**config.mk**
```make
export PLATFORM = sky130hd
export DESIGN_NAME = mem_port_arbiter_flat
export DESIGN_NICKNAME = d
export VERILOG_FILES = /design/src/rtl/mem_port_arbiter_if.sv /design/src/rtl/mem_port_arbiter.sv /design/src/flat_wrapper.sv
export SDC_FILE = /design/constraint.sdc
export NUM_CORES = 1
export LEC_CHECK = 0
export ABC_CLOCK_PERIOD_IN_PS = 2400
export CORE_UTILIZATION = 23
export CTS_CLUSTER_DIAMETER = 200
export DETAILED_ROUTE_END_ITERATION = 8
export PLACE_DENSITY = 0.44
export SYNTH_ARGS = -nofsm -noshare
export SYNTH_HDL_FRONTEND = slang
export SYNTH_SLANG_ARGS = --single-unit
```
**constraint.sdc**
```tcl
create_clock -name clk -period 2.4 [get_ports clk]
set_input_delay 0.48 -clock clk [delete_from_list [all_inputs] [get_ports clk]]
set_output_delay 0.48 -clock clk [all_outputs]
set_load 0.1 [all_outputs]
```
**src/rtl/mem_port_arbiter_if.sv**
```systemverilog
// Fetch port, load/store port and mem_controller port of mem_port_arbiter.
// master is the arbiter's view; slave is the view of the requesters and the memory.
interface mem_port_arbiter_if #(
  parameter int unsigned MEM_ADDR_BITS = 16,
  parameter int unsigned XLEN          = 32
);
  logic                     fetch_req;
  logic [MEM_ADDR_BITS-1:0] fetch_addr;
  logic                     fetch_grant;
  logic                     fetch_ack;
  logic [XLEN-1:0]          fetch_data;

  logic                     data_read_en;
  logic [3:0]               data_write_en;
  logic [MEM_ADDR_BITS-1:0] data_addr;
  logic [XLEN-1:0]          data_write_data;
  logic                     data_grant;
  logic                     data_ack;
  logic [XLEN-1:0]          data_read_data;

  logic [MEM_ADDR_BITS-1:0] mem_addr;
  logic                     mem_read_en;
  logic [3:0]               mem_write_en;
  logic [XLEN-1:0]          mem_write_data;
  logic [XLEN-1:0]          mem_read_data;
  logic                     mem_read_ack;
  logic                     mem_write_ack;

  modport master (
    input  fetch_req, fetch_addr,
    input  data_read_en, data_write_en, data_addr, data_write_data,
    input  mem_read_data, mem_read_ack, mem_write_ack,
    output fetch_grant, fetch_ack, fetch_data,
    output data_grant, data_ack, data_read_data,
    output mem_addr, mem_read_en, mem_write_en, mem_write_data
  );

  modport slave (
    output fetch_req, fetch_addr,
    output data_read_en, data_write_en, data_addr, data_write_data,
    output mem_read_data, mem_read_ack, mem_write_ack,
    input  fetch_grant, fetch_ack, fetch_data,
    input  data_grant, data_ack, data_read_data,
    input  mem_addr, mem_read_en, mem_write_en, mem_write_data
  );
endinterface

```
**src/rtl/mem_port_arbiter.sv**
```systemverilog
// Round-robin arbiter merging the fetch and load/store ports onto one mem_controller port,
// one outstanding transaction at a time, with a watchdog on lost acks.
module mem_port_arbiter #(
  parameter int unsigned MEM_ADDR_BITS  = 16,
  parameter int unsigned XLEN           = 32,
  parameter int unsigned TIMEOUT_CYCLES = 1024
) (
  input  logic               clk,
  input  logic               reset_n,
  input  logic               sync_reset,
  mem_port_arbiter_if.master bus,
  output logic               timeout_err
);
  localparam int unsigned     WD_W    = (TIMEOUT_CYCLES > 2) ? $clog2(TIMEOUT_CYCLES) : 1;
  localparam logic [WD_W-1:0] WD_LAST = WD_W'(TIMEOUT_CYCLES - 1);

  typedef enum logic [1:0] {IDLE, ISSUE, WAIT} state_e;
  typedef enum logic [1:0] {OWN_NONE, OWN_FETCH, OWN_DATA} owner_e;

  state_e                   state_q, state_d;
  owner_e                   owner_q, owner_d;
  logic                     last_data_q, last_data_d;
  logic                     is_store_q, is_store_d;
  logic [WD_W-1:0]          wd_cnt_q, wd_cnt_d;
  logic [MEM_ADDR_BITS-1:0] mem_addr_q, mem_addr_d;
  logic [XLEN-1:0]          mem_wdata_q, mem_wdata_d;
  logic                     mem_rd_q, mem_rd_d;
  logic [3:0]               mem_we_q, mem_we_d;
  logic [XLEN-1:0]          fetch_data_q, fetch_data_d;
  logic [XLEN-1:0]          data_rdata_q, data_rdata_d;
  logic                     timeout_q, timeout_d;

  logic            active_c, fetch_pend_c, data_pend_c, pick_data_c, grant_c;
  logic            done_c, wd_fire_c, finish_c, fetch_ack_c, data_ack_c, data_load_c;
  logic [XLEN-1:0] fin_data_c, fetch_data_c, data_rdata_c;

  // Arbitration: on contention the port that did not win last time goes first.
  always_comb begin
    active_c     = reset_n & ~sync_reset;
    fetch_pend_c = bus.fetch_req;
    data_pend_c  = bus.data_read_en | (|bus.data_write_en);
    pick_data_c  = data_pend_c & (~fetch_pend_c | ~last_data_q);
    grant_c      = active_c & (state_q == IDLE) & (fetch_pend_c | data_pend_c);
  end

  // Completion: a real ack wins over a watchdog expiry in the same cycle.
  always_comb begin
    done_c       = (state_q == WAIT) & (bus.mem_read_ack | bus.mem_write_ack);
    wd_fire_c    = (state_q == WAIT) & ~done_c & (wd_cnt_q == WD_LAST);
    finish_c     = active_c & (done_c | wd_fire_c);
    fin_data_c   = wd_fire_c ? '0 : bus.mem_read_data;
    fetch_ack_c  = finish_c & (owner_q == OWN_FETCH);
    data_ack_c   = finish_c & (owner_q == OWN_DATA);
    data_load_c  = data_ack_c & (~is_store_q | wd_fire_c);
    fetch_data_c = fetch_ack_c ? fin_data_c : fetch_data_q;
    data_rdata_c = data_load_c ? fin_data_c : data_rdata_q;
  end

  always_comb begin
    state_d      = state_q;
    owner_d      = owner_q;
    last_data_d  = last_data_q;
    is_store_d   = is_store_q;
    wd_cnt_d     = '0;
    mem_addr_d   = mem_addr_q;
    mem_wdata_d  = mem_wdata_q;
    mem_rd_d     = 1'b0;
    mem_we_d     = 4'b0000;
    fetch_data_d = fetch_data_c;
    data_rdata_d = data_rdata_c;
    timeout_d    = timeout_q;

    case (state_q)
      IDLE: begin
        if (grant_c) begin
          state_d     = ISSUE;
          last_data_d = pick_data_c;
          if (pick_data_c) begin
            owner_d     = OWN_DATA;
            is_store_d  = |bus.data_write_en;
            mem_addr_d  = bus.data_addr;
            mem_wdata_d = bus.data_write_data;
            mem_rd_d    = bus.data_read_en & ~(|bus.data_write_en);
            mem_we_d    = bus.data_write_en;
          end else begin
            owner_d     = OWN_FETCH;
            is_store_d  = 1'b0;
            mem_addr_d  = bus.fetch_addr;
            mem_wdata_d = '0;
            mem_rd_d    = 1'b1;
          end
        end
      end
      ISSUE: state_d = WAIT;
      WAIT: begin
        if (finish_c) begin
          state_d   = IDLE;
          owner_d   = OWN_NONE;
          timeout_d = timeout_q | wd_fire_c;
        end else begin
          wd_cnt_d = wd_cnt_q + WD_W'(1);
        end
      end
      default: state_d = IDLE;
    endcase

    if (sync_reset) begin
      state_d      = IDLE;
      owner_d      = OWN_NONE;
      last_data_d  = 1'b0;
      is_store_d   = 1'b0;
      wd_cnt_d     = '0;
      mem_addr_d   = '0;
      mem_wdata_d  = '0;
      mem_rd_d     = 1'b0;
      mem_we_d     = 4'b0000;
      fetch_data_d = '0;
      data_rdata_d = '0;
      timeout_d    = 1'b0;
    end
  end

  always_ff @(posedge clk or negedge reset_n) begin
    if (!reset_n) begin
      state_q      <= IDLE;
      owner_q      <= OWN_NONE;
      last_data_q  <= 1'b0;
      is_store_q   <= 1'b0;
      wd_cnt_q     <= '0;
      mem_addr_q   <= '0;
      mem_wdata_q  <= '0;
      mem_rd_q     <= 1'b0;
      mem_we_q     <= 4'b0000;
      fetch_data_q <= '0;
      data_rdata_q <= '0;
      timeout_q    <= 1'b0;
    end else begin
      state_q      <= state_d;
      owner_q      <= owner_d;
      last_data_q  <= last_data_d;
      is_store_q   <= is_store_d;
      wd_cnt_q     <= wd_cnt_d;
      mem_addr_q   <= mem_addr_d;
      mem_wdata_q  <= mem_wdata_d;
      mem_rd_q     <= mem_rd_d;
      mem_we_q     <= mem_we_d;
      fetch_data_q <= fetch_data_d;
      data_rdata_q <= data_rdata_d;
      timeout_q    <= timeout_d;
    end
  end

  assign bus.fetch_grant    = grant_c & ~pick_data_c;
  assign bus.data_grant     = grant_c & pick_data_c;
  assign bus.fetch_ack      = fetch_ack_c;
  assign bus.data_ack       = data_ack_c;
  assign bus.fetch_data     = fetch_data_c;
  assign bus.data_read_data = data_rdata_c;
  assign bus.mem_addr       = mem_addr_q;
  assign bus.mem_read_en    = mem_rd_q;
  assign bus.mem_write_en   = mem_we_q;
  assign bus.mem_write_data = mem_wdata_q;
  assign timeout_err        = timeout_q;
endmodule

```
**src/flat_wrapper.sv**
```systemverilog
// flat-port wrapper written by rule: the top's interface ports become plain ports
module mem_port_arbiter_flat 
#(
  parameter int unsigned MEM_ADDR_BITS  = 16,
  parameter int unsigned XLEN           = 32,
  parameter int unsigned TIMEOUT_CYCLES = 1024
)
  (clk, reset_n, sync_reset, timeout_err, bus_fetch_req, bus_fetch_addr, bus_data_read_en, bus_data_write_en, bus_data_addr, bus_data_write_data, bus_mem_read_data, bus_mem_read_ack, bus_mem_write_ack, bus_fetch_grant, bus_fetch_ack, bus_fetch_data, bus_data_grant, bus_data_ack, bus_data_read_data, bus_mem_addr, bus_mem_read_en, bus_mem_write_en, bus_mem_write_data);
  mem_port_arbiter_if #(.MEM_ADDR_BITS(MEM_ADDR_BITS), .XLEN(XLEN)) bus_i ();
  input  logic clk;
  input  logic reset_n;
  input  logic sync_reset;
  output logic timeout_err;
  input wire logic [$bits(bus_i.fetch_req)-1:0] bus_fetch_req;
  input wire logic [$bits(bus_i.fetch_addr)-1:0] bus_fetch_addr;
  input wire logic [$bits(bus_i.data_read_en)-1:0] bus_data_read_en;
  input wire logic [$bits(bus_i.data_write_en)-1:0] bus_data_write_en;
  input wire logic [$bits(bus_i.data_addr)-1:0] bus_data_addr;
  input wire logic [$bits(bus_i.data_write_data)-1:0] bus_data_write_data;
  input wire logic [$bits(bus_i.mem_read_data)-1:0] bus_mem_read_data;
  input wire logic [$bits(bus_i.mem_read_ack)-1:0] bus_mem_read_ack;
  input wire logic [$bits(bus_i.mem_write_ack)-1:0] bus_mem_write_ack;
  output wire logic [$bits(bus_i.fetch_grant)-1:0] bus_fetch_grant;
  output wire logic [$bits(bus_i.fetch_ack)-1:0] bus_fetch_ack;
  output wire logic [$bits(bus_i.fetch_data)-1:0] bus_fetch_data;
  output wire logic [$bits(bus_i.data_grant)-1:0] bus_data_grant;
  output wire logic [$bits(bus_i.data_ack)-1:0] bus_data_ack;
  output wire logic [$bits(bus_i.data_read_data)-1:0] bus_data_read_data;
  output wire logic [$bits(bus_i.mem_addr)-1:0] bus_mem_addr;
  output wire logic [$bits(bus_i.mem_read_en)-1:0] bus_mem_read_en;
  output wire logic [$bits(bus_i.mem_write_en)-1:0] bus_mem_write_en;
  output wire logic [$bits(bus_i.mem_write_data)-1:0] bus_mem_write_data;
  assign bus_i.fetch_req = bus_fetch_req;
  assign bus_i.fetch_addr = bus_fetch_addr;
  assign bus_i.data_read_en = bus_data_read_en;
  assign bus_i.data_write_en = bus_data_write_en;
  assign bus_i.data_addr = bus_data_addr;
  assign bus_i.data_write_data = bus_data_write_data;
  assign bus_i.mem_read_data = bus_mem_read_data;
  assign bus_i.mem_read_ack = bus_mem_read_ack;
  assign bus_i.mem_write_ack = bus_mem_write_ack;
  assign bus_fetch_grant = bus_i.fetch_grant;
  assign bus_fetch_ack = bus_i.fetch_ack;
  assign bus_fetch_data = bus_i.fetch_data;
  assign bus_data_grant = bus_i.data_grant;
  assign bus_data_ack = bus_i.data_ack;
  assign bus_data_read_data = bus_i.data_read_data;
  assign bus_mem_addr = bus_i.mem_addr;
  assign bus_mem_read_en = bus_i.mem_read_en;
  assign bus_mem_write_en = bus_i.mem_write_en;
  assign bus_mem_write_data = bus_i.mem_write_data;
  mem_port_arbiter #(.MEM_ADDR_BITS(MEM_ADDR_BITS), .XLEN(XLEN), .TIMEOUT_CYCLES(TIMEOUT_CYCLES)) u_core (.clk(clk), .reset_n(reset_n), .sync_reset(sync_reset), .bus(bus_i), .timeout_err(timeout_err));
endmodule
```
# == After elaboration in Yosys (flattened, before gate mapping) ==
# Cells that the tools add are included.
# op_classes
addsub,1
eq_ne,7
mux,42
bitwise,28
n_reduce_logical,11
# op_table
op,n
$mux 32,9
$mux 16,4
$mux 10,3
$mux 4,4
$and 1x1->1,14
$mux 1,14
$mux 2,6
$add 10x1->10 const B,1
$eq 10x10->1 const B,1
$reduce_bool 2->1,4
$not 1->1,7
$or 1x1->1,7
$ne 3x2->1 const B,2
$pmux 2 s3,1
$reduce_and 2->1,3
$eq 2x1->1 const B,2
$eq 2x2->1 const B,2
$pmux 2 s2,1
$reduce_or 4->1,1
$reduce_and 3->1,1
$reduce_bool 3->1,1
$logic_not 2->1,1
# word_totals
register_bits,134
in_bits,107
wordCells,101

# == Longest topological paths before layout ==
# Gate-level depths: netlist of the first run.
# depth
depth_word,11
depth_mapped,8

# == Worst setup path before layout of the first run ==
# OpenSTA, ideal clock, no wires.
# synth_timing
path_type,register to output
start,register u_core.wd_cnt_q[0]
end,output port bus_fetch_data[0]
arrival_time_ns,3.598
t_required_ns,1.920
slack_ns,-1.678
stages_incl_launch_ff,8
path_cell_list,dfrtp_1 ha_1 and4_1 buf_2 a31oi_4 nor2_8 buf_6 o21ai_0
# synth_via
elab_chain_cells,6
word_cells_on_any_way,7
classes_between,1 x eq/ne; 2 x mux; 4 x bitwise
# synth_lines
item,line,rtl
from (decl),mem_port_arbiter.sv:24,"logic [WD_W-1:0] wd_cnt_q, wd_cnt_d;"
from (signal assigned),mem_port_arbiter.sv:142,wd_cnt_q <= wd_cnt_d;
$eq 10x10->1 *,mem_port_arbiter.sv:49,wd_fire_c = (state_q == WAIT) & ~done_c & (wd_cnt_q == WD_LAST);
$and 1x1->1 *,mem_port_arbiter.sv:49,
$or 1x1->1,mem_port_arbiter.sv:50,finish_c = active_c & (done_c | wd_fire_c);
$and 1x1->1,mem_port_arbiter.sv:50,
$and 1x1->1,mem_port_arbiter.sv:52,fetch_ack_c = finish_c & (owner_q == OWN_FETCH);
$mux 32 *,mem_port_arbiter.sv:55,fetch_data_c = fetch_ack_c ? fin_data_c : fetch_data_q;
to (decl),flat_wrapper.sv:25,output wire logic [$bits(bus_i.fetch_data)-1:0] bus_fetch_data;
# Every way passes the cells marked *; elsewhere a longest branch is shown, timed or not.

# == Worst setup path in the final report of the first run ==
# layout_timing
start,register u_core.state_q[0]
end,output port bus_fetch_data[15]
# layout_via
elab_chain_cells,9
word_cells_on_any_way,10
classes_between,1 x eq/ne; 2 x mux; 7 x bitwise
# layout_lines
item,line,rtl
from (decl),mem_port_arbiter.sv:20,"state_e state_q, state_d;"
from (signal assigned),mem_port_arbiter.sv:138,state_q <= state_d;
$eq 2x2->1 *,"mem_port_arbiter.sv:48, mem_port_arbiter.sv:49",
$and 1x1->1,mem_port_arbiter.sv:48,done_c = (state_q == WAIT) & (bus.mem_read_ack | bus.mem_write_ack);
$not 1->1,mem_port_arbiter.sv:49,
$and 1x1->1 (2 in a row),mem_port_arbiter.sv:49,
$or 1x1->1,mem_port_arbiter.sv:50,
$and 1x1->1,mem_port_arbiter.sv:50,
$and 1x1->1,mem_port_arbiter.sv:52,
$mux 32 *,mem_port_arbiter.sv:55,
# Marked as above.

==> results.cfg, run 1 <==
[logic_synthesis]
avgSynthCellArea_um2 = 11.6
netlist.area_leader.share = 0.552
synth_cell_types = 48
synth-seq-area-share = 0.552
synthCells = 524
synth-main-ff-cell = dfrtp_1
synth_top_area_cell = dfrtp_1
synth_top_cells_by_area = dfrtp_1 (55%), a22o_1 (14%), nand4_1 (3.7%)
synth_edf_count = 0
syn_area_um2 = 6080
ys_async_sr_fraction = 1.00
synth_warnings = 0
synth-seq-cells = 134
syn-num-nets = 632

[drt]
detail-route-antenna-nets = 0
route.detailed.wl_per_inst_um = 19.7
first_pass_iters = 4
totalWireLength_um = 23500
drc = 0
vias = 5757
drtIter0Drc = 254
vias_per_cell = 4.82

[timing]
clock_skew_ns = 0.0150
drv_slew = 0
rsz0062_at_grt = yes
setup_tns_ns = -19.33
setup_ws_ns = -0.336
fin_crit_ns = 2.74
worstMarginPinSlew_ns = 0.750
fmax_ghz = 0.365
hold_viol_final = 0
fin_crit_sh = 1.14
max_slew_margin = 0.500
setup_viol = 66

[die]
core_um2 = 26000
die_x_um = 165
die_h_um = 165
initial_utilization = 0.234
io_pins = 229
dieArea_um2 = 27100
rows = 59

[clock_network]
clockRootBuffer = clkbuf_16
cts_inserted_buffers = 17
clkTransAtPathRegs_ns = 0.06
clock_latency_ns = 0.42
clk_path_buf_depth = 2
cts_tree = yes
ctsHtreeMaxLevel = 4
cts_sinks = 134
hold_buffers = 0

[setup_path]
worstSetupStartpointType = flop
crit_fanout = 9
rrSetupSlack_ns = 0.34
crit_arrival_ns = 2.26
cp.required_ns = 1.92
path_class = flop to primary output
reg2reg_to = u_core.fetch_data_q[30]$_DFF_PN0_
end_kind = primary output
r2r-start = u_core.wd_cnt_q[1]$_DFF_PN0_
worstRegToRegCells = 11
endpoint = bus_fetch_data[15]
crit_start = u_core.state_q[0]$_DFFE_PN0P_

[layout]
fin_area_um2 = 11700
fill_cells = 2386
post-route-util = 0.451
final_common_cell = buf_4
areaGrowthSynthToFinish_pct = 92.9
nNetsFinal = 956
diodes = 0
drive_gt1_frac = 0.430
final_cell_mix = buf_4 (138), dfrtp_1 (134), clkdlybuf4s50_1 (98)

[global_routing]
grt_antenna_before_repair = 0
grt_max_degree = 139
track_usage = 0.172
grt_pass1_vias = 6062
globalRouteOverflowTotal = 0
grt_pass1_wl_um = 35100

[power_and_ir_drop]
p_per_area_nw_per_um2 = 537
power.leakage_nw = 5.21
max-vdd-ir-drop_uv = 369
fin_total_pwr_mw = 6.30

[worst_hold_path]
hold_class = input pin to asynchronous set/reset pin

[flow_run]
cap_viol_max_count = 0

[run_status]
failed_checks = setup timing
status = finished, violations left

[place]
io_buffers = 228
place_area_um2 = 10300
dp_hpwl_um = 15100
globalplace.congestion = 0.750
## registers in the layout, summed over array words and instances (netlist names), 2 cells and up
signal                     cells
u_core.bus.mem_write_data     32
u_core.data_rdata_q           32
u_core.fetch_data_q           32
u_core.bus.mem_addr           16
u_core.wd_cnt_q               10
u_core.bus.mem_write_en        4
u_core.owner_q                 2
u_core.state_q                 2
## metrics by stage
stage	std cells	setup WS (ns)	hold slack (ns)
floorplan	524	-0.124	0.184
global placement	1107	-0.445	0.486
detailed placement	1107	-0.468	0.482
CTS	1169	-0.382	0.356
global route	1195	-0.425	0.395
finish	1195	-0.336	0.342
## how the worst min path moves through the flow
stage,endpoint,slack (ns)
2_1_floorplan,u_core.bus.mem_addr[0]$_DFFE_PN0P_,0.18
3_3_place_gp,u_core.data_rdata_q[0]$_DFF_PN0_,0.49
3_5_place_dp,u_core.data_rdata_q[0]$_DFF_PN0_,0.48
4_1_cts,u_core.bus.mem_addr[5]$_DFFE_PN0P_,0.36
5_1_grt,u_core.state_q[1]$_DFFE_PN0P_,0.40
6_report,u_core.bus.mem_addr[5]$_DFFE_PN0P_,0.34
## cells by family after synthesis
logic type	after synthesis	synth area share
xor gates and xnor gates	8	0.0115
DFF	134	0.552
muxes	1	0.00165
buffers and inverters	77	0.0650
and+or+nand+nor	110	0.114
AOI/OAI and AO/OA	193	0.254
adders and majority gates	1	0.00206
## cell usage after synthesis (2+ instances only)
| master | n |
|---|---|
| o21ai_1 | 12 |
| a221o_1 | 16 |
| clkbuf_1 | 11 |
| o21ai_0 | 22 |
| nor4b_1 | 2 |
| and4_1 | 3 |
| nor2b_1 | 3 |
| buf_6 | 8 |
| o31ai_1 | 27 |
| xor2_1 | 7 |
| dfrtp_1 | 134 |
| inv_1 | 31 |
| nand3_1 | 5 |
| a21oi_1 | 10 |
| and2_1 | 12 |
| nor2_1 | 16 |
| nor3_1 | 2 |
| buf_2 | 25 |
| nand4_1 | 36 |
| a22o_1 | 95 |
| nand2_1 | 11 |
| nand2b_1 | 2 |
| o21bai_1 | 2 |
| and2_0 | 8 |
## critical path: stages (launching register included)
cell	delay [ns]
dfrtp_1	0.37
nand4bb_4	0.21
or3b_4	0.48
nor2_8	0.30
clkbuf_16	0.24
o21ai_4	0.07
buf_12	0.17
## final cells by class
cell class / instances / area [um2] / share of cell area
Clock inverter: 13 / 146 / 0.0125
Tap cell: 335 / 419 / 0.0357
Clock buffer: 18 / 439 / 0.0375
Inverter: 31 / 116 / 0.00992
Sequential cell: 134 / 3350 / 0.286
Multi-Input combinational cell: 314 / 3080 / 0.262
Timing Repair Buffer: 350 / 4180 / 0.356
## report_power, final
part	total (mW)	leakage [nW]	switching [mW]	internal, mW
logic	1.28	3.10	0.875	0.404
clock network	2.62	0.272	1.05	1.57
registers	2.40	1.84	0.0616	2.34
## metal layers
layer	share of wire	track usage	up-vias	wire, um
met4	0.019	0.0580	0	446
met3	0.072	0.0497	25	1700
met5	0	0	-	0
li1	-	-	2658	-
met1	0.44	0.219	2829	10300
met2	0.47	0.277	245	11100
## what timing repair did
action | CTS | global route
setup endpoints to repair | 68 | 67
resized for setup | 50 | 11
buffers inserted | 24 | 21
hold endpoints to repair | 0 | 0
pin swaps | 26 | 19
cloned | 7 | 9
Power figures use the tool's default switching activity.
==> run 2, diff against run 1 <==
MAX_ROUTING_LAYER = met4   (was default)
==> results.cfg, run 2 (synthesis gave the netlist of run 1 again) <==
[run_status]
status = finished, violations left
failed_checks = setup timing

[setup_path]
cp.required_ns = 1.92
slowest_stage = dfrtp_1
crit_family = compound AO/OA/AOI/OAI gates
worstSetupStartpointType = flop
critical-path-max-stage-delay_ns = 0.36
cp.buffers_inverters = 2
worstPathCellList = ha_2 -> and4_4 -> a31o_4 -> nand3_4 -> buf_12 -> a22o_2 -> buf_12
crit_top_cell = buf_12
crit_arrival_ns = 2.25
crit_fanout = 21
path_class = flop to primary output
end_kind = primary output

[layout]
final_common_cell = buf_4
fill_cells = 2387
nNetsFinal = 956
final_cell_mix = buf_4 (138), dfrtp_1 (134), clkdlybuf4s50_1 (98)
post-route-util = 0.451
areaGrowthSynthToFinish_pct = 92.9
drive_gt1_frac = 0.430

[drt]
route.detailed.wl_per_inst_um = 19.7
drc = 0
detail-route-antenna-nets = 0
vias = 5720
drtIter0Drc = 288
totalWireLength_um = 23500
first_pass_iters = 6
vias_per_cell = 4.78

[die]
core_um2 = 26000
die_x_um = 165
dieArea_um2 = 27100
rows = 59
die_h_um = 165
io_pins = 229
initial_utilization = 0.234

[timing]
fmax_ghz = 0.366
fin_crit_sh = 1.14
drv_slew = 0
worstMarginPinSlew_ns = 0.739
setup_viol = 66
setup_ws_ns = -0.334
rsz0062_at_grt = yes
max_slew_margin = 0.507
hold_viol_final = 0
clock_skew_ns = 0.0158
fin_crit_ns = 2.73
hold_slack_ns = 0.334

[flow_run]
cap_viol_max_count = 0

[global_routing]
grt_max_degree = 139
grt_pass1_wl_um = 35000
track_usage = 0.177
grt_antenna_before_repair = 1
globalRouteOverflowTotal = 0
grt_pass1_vias = 6096

[power_and_ir_drop]
power.leakage_nw = 5.21
fin_total_pwr_mw = 6.31
p_per_area_nw_per_um2 = 538
max-vdd-ir-drop_uv = 371

[clock_network]
ctsHtreeMaxLevel = 4
cts_tree = yes
clockRootBuffer = clkbuf_16
clock_latency_ns = 0.42
clkTransAtPathRegs_ns = 0.06
cts_sinks = 134
cts_inserted_buffers = 17
clk_path_buf_depth = 2
hold_buffers = 0

[place]
globalplace.congestion = 0.759
io_buffers = 228
dp_hpwl_um = 15100

[worst_hold_path]
hold_class = input pin to asynchronous set/reset pin
[run 2: cell types whose count changed in the layout (fill, tap and decap cells not counted)]
| cell | before | now |
|---|---|---|
| diode_2 | 0 | 1 |
[run 2: final cells by class]
| class | count | area [um2] | share of cell area |
|---|---|---|---|
| sequential | 134 | 3350 | 0.286 |
| tap | 335 | 419 | 0.0357 |
| antenna | 1 | 2.50 | 0.000213 |
| clock inverter | 13 | 146 | 0.0125 |
| inverter | 31 | 116 | 0.00992 |
| multi-input combinational | 314 | 3080 | 0.262 |
| clock buffer | 18 | 439 | 0.0374 |
| timing repair buffer | 350 | 4180 | 0.356 |
[run 2: through the flow]
stage / instance area (um2) / instances / setup TNS, ns / setup WS, ns
global placement: 10300 / 1107 / -26.80 / -0.445
global route: 11700 / 1196 / -24.61 / -0.426
CTS: 11400 / 1169 / -21.87 / -0.382
floorplan: 6710 / 524 / -2.07 / -0.124
finish: 11700 / 1196 / -19.32 / -0.334
detailed placement: 10300 / 1107 / -29.11 / -0.468
[run 2: worst paths after layout]
kind / from / endpoint / slack [ns] / depth (start not counted)
min in group clk: u_core.bus.mem_write_data[14]$_DFFE_PN0P_ / u_core.bus.mem_write_data[14]$_DFFE_PN0P_ / 0.51 / 1
setup reg to reg: u_core.wd_cnt_q[1]$_DFF_PN0_ / u_core.fetch_data_q[30]$_DFF_PN0_ / 0.34 / 11
hold reg to reg: u_core.bus.mem_write_data[14]$_DFFE_PN0P_ / u_core.bus.mem_write_data[14]$_DFFE_PN0P_ / 0.51 / 1
hold / removal: reset_n / u_core.bus.mem_addr[5]$_DFFE_PN0P_ / 0.33 / 3
max in group asynchronous: reset_n / u_core.data_rdata_q[2]$_DFF_PN0_ / 1.55 / 3
setup / recovery: u_core.wd_cnt_q[1]$_DFF_PN0_ / bus_data_read_data[0] / -0.33 / 7
[run 2: power breakdown]
| part | leakage, nW | total, mW | switching (mW) | internal (mW) |
|---|---|---|---|---|
| logic | 3.10 | 1.28 | 0.875 | 0.404 |
| registers | 1.84 | 2.40 | 0.0619 | 2.34 |
| clock network | 0.272 | 2.62 | 1.06 | 1.57 |
| total | 5.21 | 6.31 | 2.00 | 4.31 |
[run 2: metal layers]
layer	track usage	wire (um)	vias to the layer above
li1	-	-	2660
met1	0.222	10400	2807
met2	0.278	11100	229
met3	0.0450	1550	24
met4	0.0580	433	0
met5	-	0	-
[run 2: timing repair]
item	in CTS	in global routing
gates resized for setup	50	11
buffers inserted	24	21
cloned	7	9
endpoints found under the hold margin	0	0
pin swaps	26	19
endpoints found under the setup margin	68	67
[run 2: tightest hold or removal path, cell delays in order]
cell,delay (ns)
buf_6,0.09
buf_4,0.12
buf_12,0.56
==> run 3, diff against run 2 <==
==> constraint.sdc (replaced) <==
create_clock -name clk -period 2.4 [get_ports clk]
set_input_delay 0.6 -clock clk [delete_from_list [all_inputs] [get_ports clk]]
set_output_delay 0.6 -clock clk [all_outputs]
set_load 0.1 [all_outputs]
==> results.cfg, run 3 (synthesis gave the netlist of run 1 again) <==
[run_status]
status = finished, violations left
failed_checks = setup timing

[setup_path]
crit_top_cell = buf_12
reg2reg_to = u_core.data_rdata_q[12]$_DFF_PN0_
worstSetupStartpointType = flop
crit_fanout = 8
slowest_stage = dfrtp_1
r2r-start = u_core.wd_cnt_q[0]$_DFF_PN0_
endpoint = bus_fetch_data[19]
cp.required_ns = 1.80
crit_arrival_ns = 2.32
crit_start = u_core.wd_cnt_q[0]$_DFF_PN0_
rrSetupSlack_ns = 0.16
worstPathCellList = ha_2 -> and4_4 -> buf_6 -> a31o_4 -> buf_12 -> buf_12 -> buf_16 -> nand4_1 -> o21ai_4 -> buf_12
path_class = flop to primary output
end_kind = primary output
worstRegToRegCells = 11
critical-path-max-stage-delay_ns = 0.38

[clock_network]
clkTransAtPathRegs_ns = 0.06
clk_path_buf_depth = 2
cts_sinks = 134
cts_inserted_buffers = 17
ctsHtreeMaxLevel = 4
cts_tree = yes
clock_latency_ns = 0.42
clockRootBuffer = clkbuf_16

[timing]
setup_ws_ns = -0.525
clock_skew_ns = 0.0106
max_slew_margin = 0.335
rsz0062_at_grt = yes
fmax_ghz = 0.342
fin_crit_ns = 2.92
setup_tns_ns = -30.53
fin_crit_sh = 1.22
setup_viol = 68
drv_slew = 0
hold_viol_final = 0
worstMarginPinSlew_ns = 0.998

[layout]
nNetsFinal = 983
multi_input_area_um2 = 3100
areaGrowthSynthToFinish_pct = 96.4
regArea_um2 = 3350
final_common_cell = buf_4
fill_cells = 2361
final_cell_mix = buf_4 (154), dfrtp_1 (134), clkdlybuf4s50_1 (98)
drive_gt1_frac = 0.444

[global_routing]
grt_pass1_wl_um = 36800
grt_antenna_before_repair = 2
track_usage = 0.187
grt_max_degree = 74
grt_pass1_vias = 6285
globalRouteOverflowTotal = 0

[place]
io_buffers = 228
dp_slack_ns = -1.05
dp_hpwl_um = 14900
globalplace.congestion = 0.790

[drt]
totalWireLength_um = 24100
drc = 0
vias = 5917
route.detailed.wl_per_inst_um = 19.7
vias_per_cell = 4.83
first_pass_iters = 4
detail-route-antenna-nets = 0
drtIter0Drc = 258

[flow_run]
cap_viol_max_count = 0

[worst_hold_path]
hold_class = input pin to asynchronous set/reset pin

[die]
die_x_um = 165
die_h_um = 165
initial_utilization = 0.234
io_pins = 229
core_um2 = 26000
rows = 59
dieArea_um2 = 27100

[power_and_ir_drop]
p_per_area_nw_per_um2 = 527
power.leakage_nw = 5.35
max-vdd-ir-drop_uv = 363
run 3: cell count changes in the layout (fill, tap and decap cells not counted), sizes merged, moves of 2 or more:
cell      change
buf          +32
clkinvlp      -2
clkinv        +4
clkbuf        -7
nor2          +3
run 3: how the worst min path moves through the flow:
stage	startpoint	to	slack, ns	cells after the start
2_1_floorplan	reset_n	u_core.bus.mem_addr[0]$_DFFE_PN0P_	0.30	0
3_3_place_gp	u_core.bus.mem_write_data[24]$_DFFE_PN0P_	u_core.bus.mem_write_data[24]$_DFFE_PN0P_	0.49	1
3_5_place_dp	u_core.bus.mem_write_data[28]$_DFFE_PN0P_	u_core.bus.mem_write_data[28]$_DFFE_PN0P_	0.49	1
4_1_cts	reset_n	u_core.bus.mem_addr[6]$_DFFE_PN0P_	0.18	2
5_1_grt	reset_n	u_core.bus.mem_read_en$_DFF_PN0_	0.18	2
6_report	reset_n	u_core.owner_q[0]$_DFFE_PN0P_	0.16	2
run 3: repair_timing:
| action | 4_1_cts | 5_1_grt |
|---|---|---|
| gates resized for setup | 52 | 10 |
| hold buffers | 0 | 0 |
| buffers inserted | 47 | 20 |
| pin swaps | 55 | 32 |
| gates cloned | 12 | 2 |
| setup endpoints to repair | 96 | 68 |
run 3: critical path, delay by kind of cell, from the launching register on:
family,cells,cell delay (ns)
and+or+nand+nor,2,0.32
adders and majority gates,1,0.20
DFF,1,0.38
AOI/OAI and AO/OA,2,0.32
buffers and inverters,5,0.69
run 3: cell type report:
cell class,count,area share
Antenna cell,2,0.000419
Clock buffer,17,0.0356
Clock inverter,15,0.0122
Inverter,31,0.00974
Multi-Input combinational cell,316,0.259
Sequential cell,134,0.281
Tap cell,335,0.0351
Timing Repair Buffer,375,0.367
run 3: where the power goes:
group	switching, mW	internal [mW]
registers	0.0572	2.34
logic	0.886	0.436
clock network	1.12	1.45
total	2.07	4.22
run 3: per-layer routing:
metal | wire length [um] | track usage
met1 | 10500 | 0.236
met3 | 1750 | 0.0437
met4 | 459 | 0.0563
met2 | 11400 | 0.294
met5 | 0 | -
run 3: per-stage QoR:
stage / cell area [um2] / hold WS, ns / std cells / total power [mW] / utilization
2_1_floorplan: 6760 / 0.304 / 524 / 3.19 / -
4_1_cts: 11800 / 0.178 / 1207 / 6.37 / 0.455
5_1_grt: 11900 / 0.179 / 1225 / 6.53 / 0.460
6_report: 11900 / 0.164 / 1225 / 6.29 / 0.460
3_3_place_gp: 10400 / 0.485 / 1116 / 3.70 / 0.399
3_5_place_dp: 10400 / 0.486 / 1116 / 3.71 / 0.399
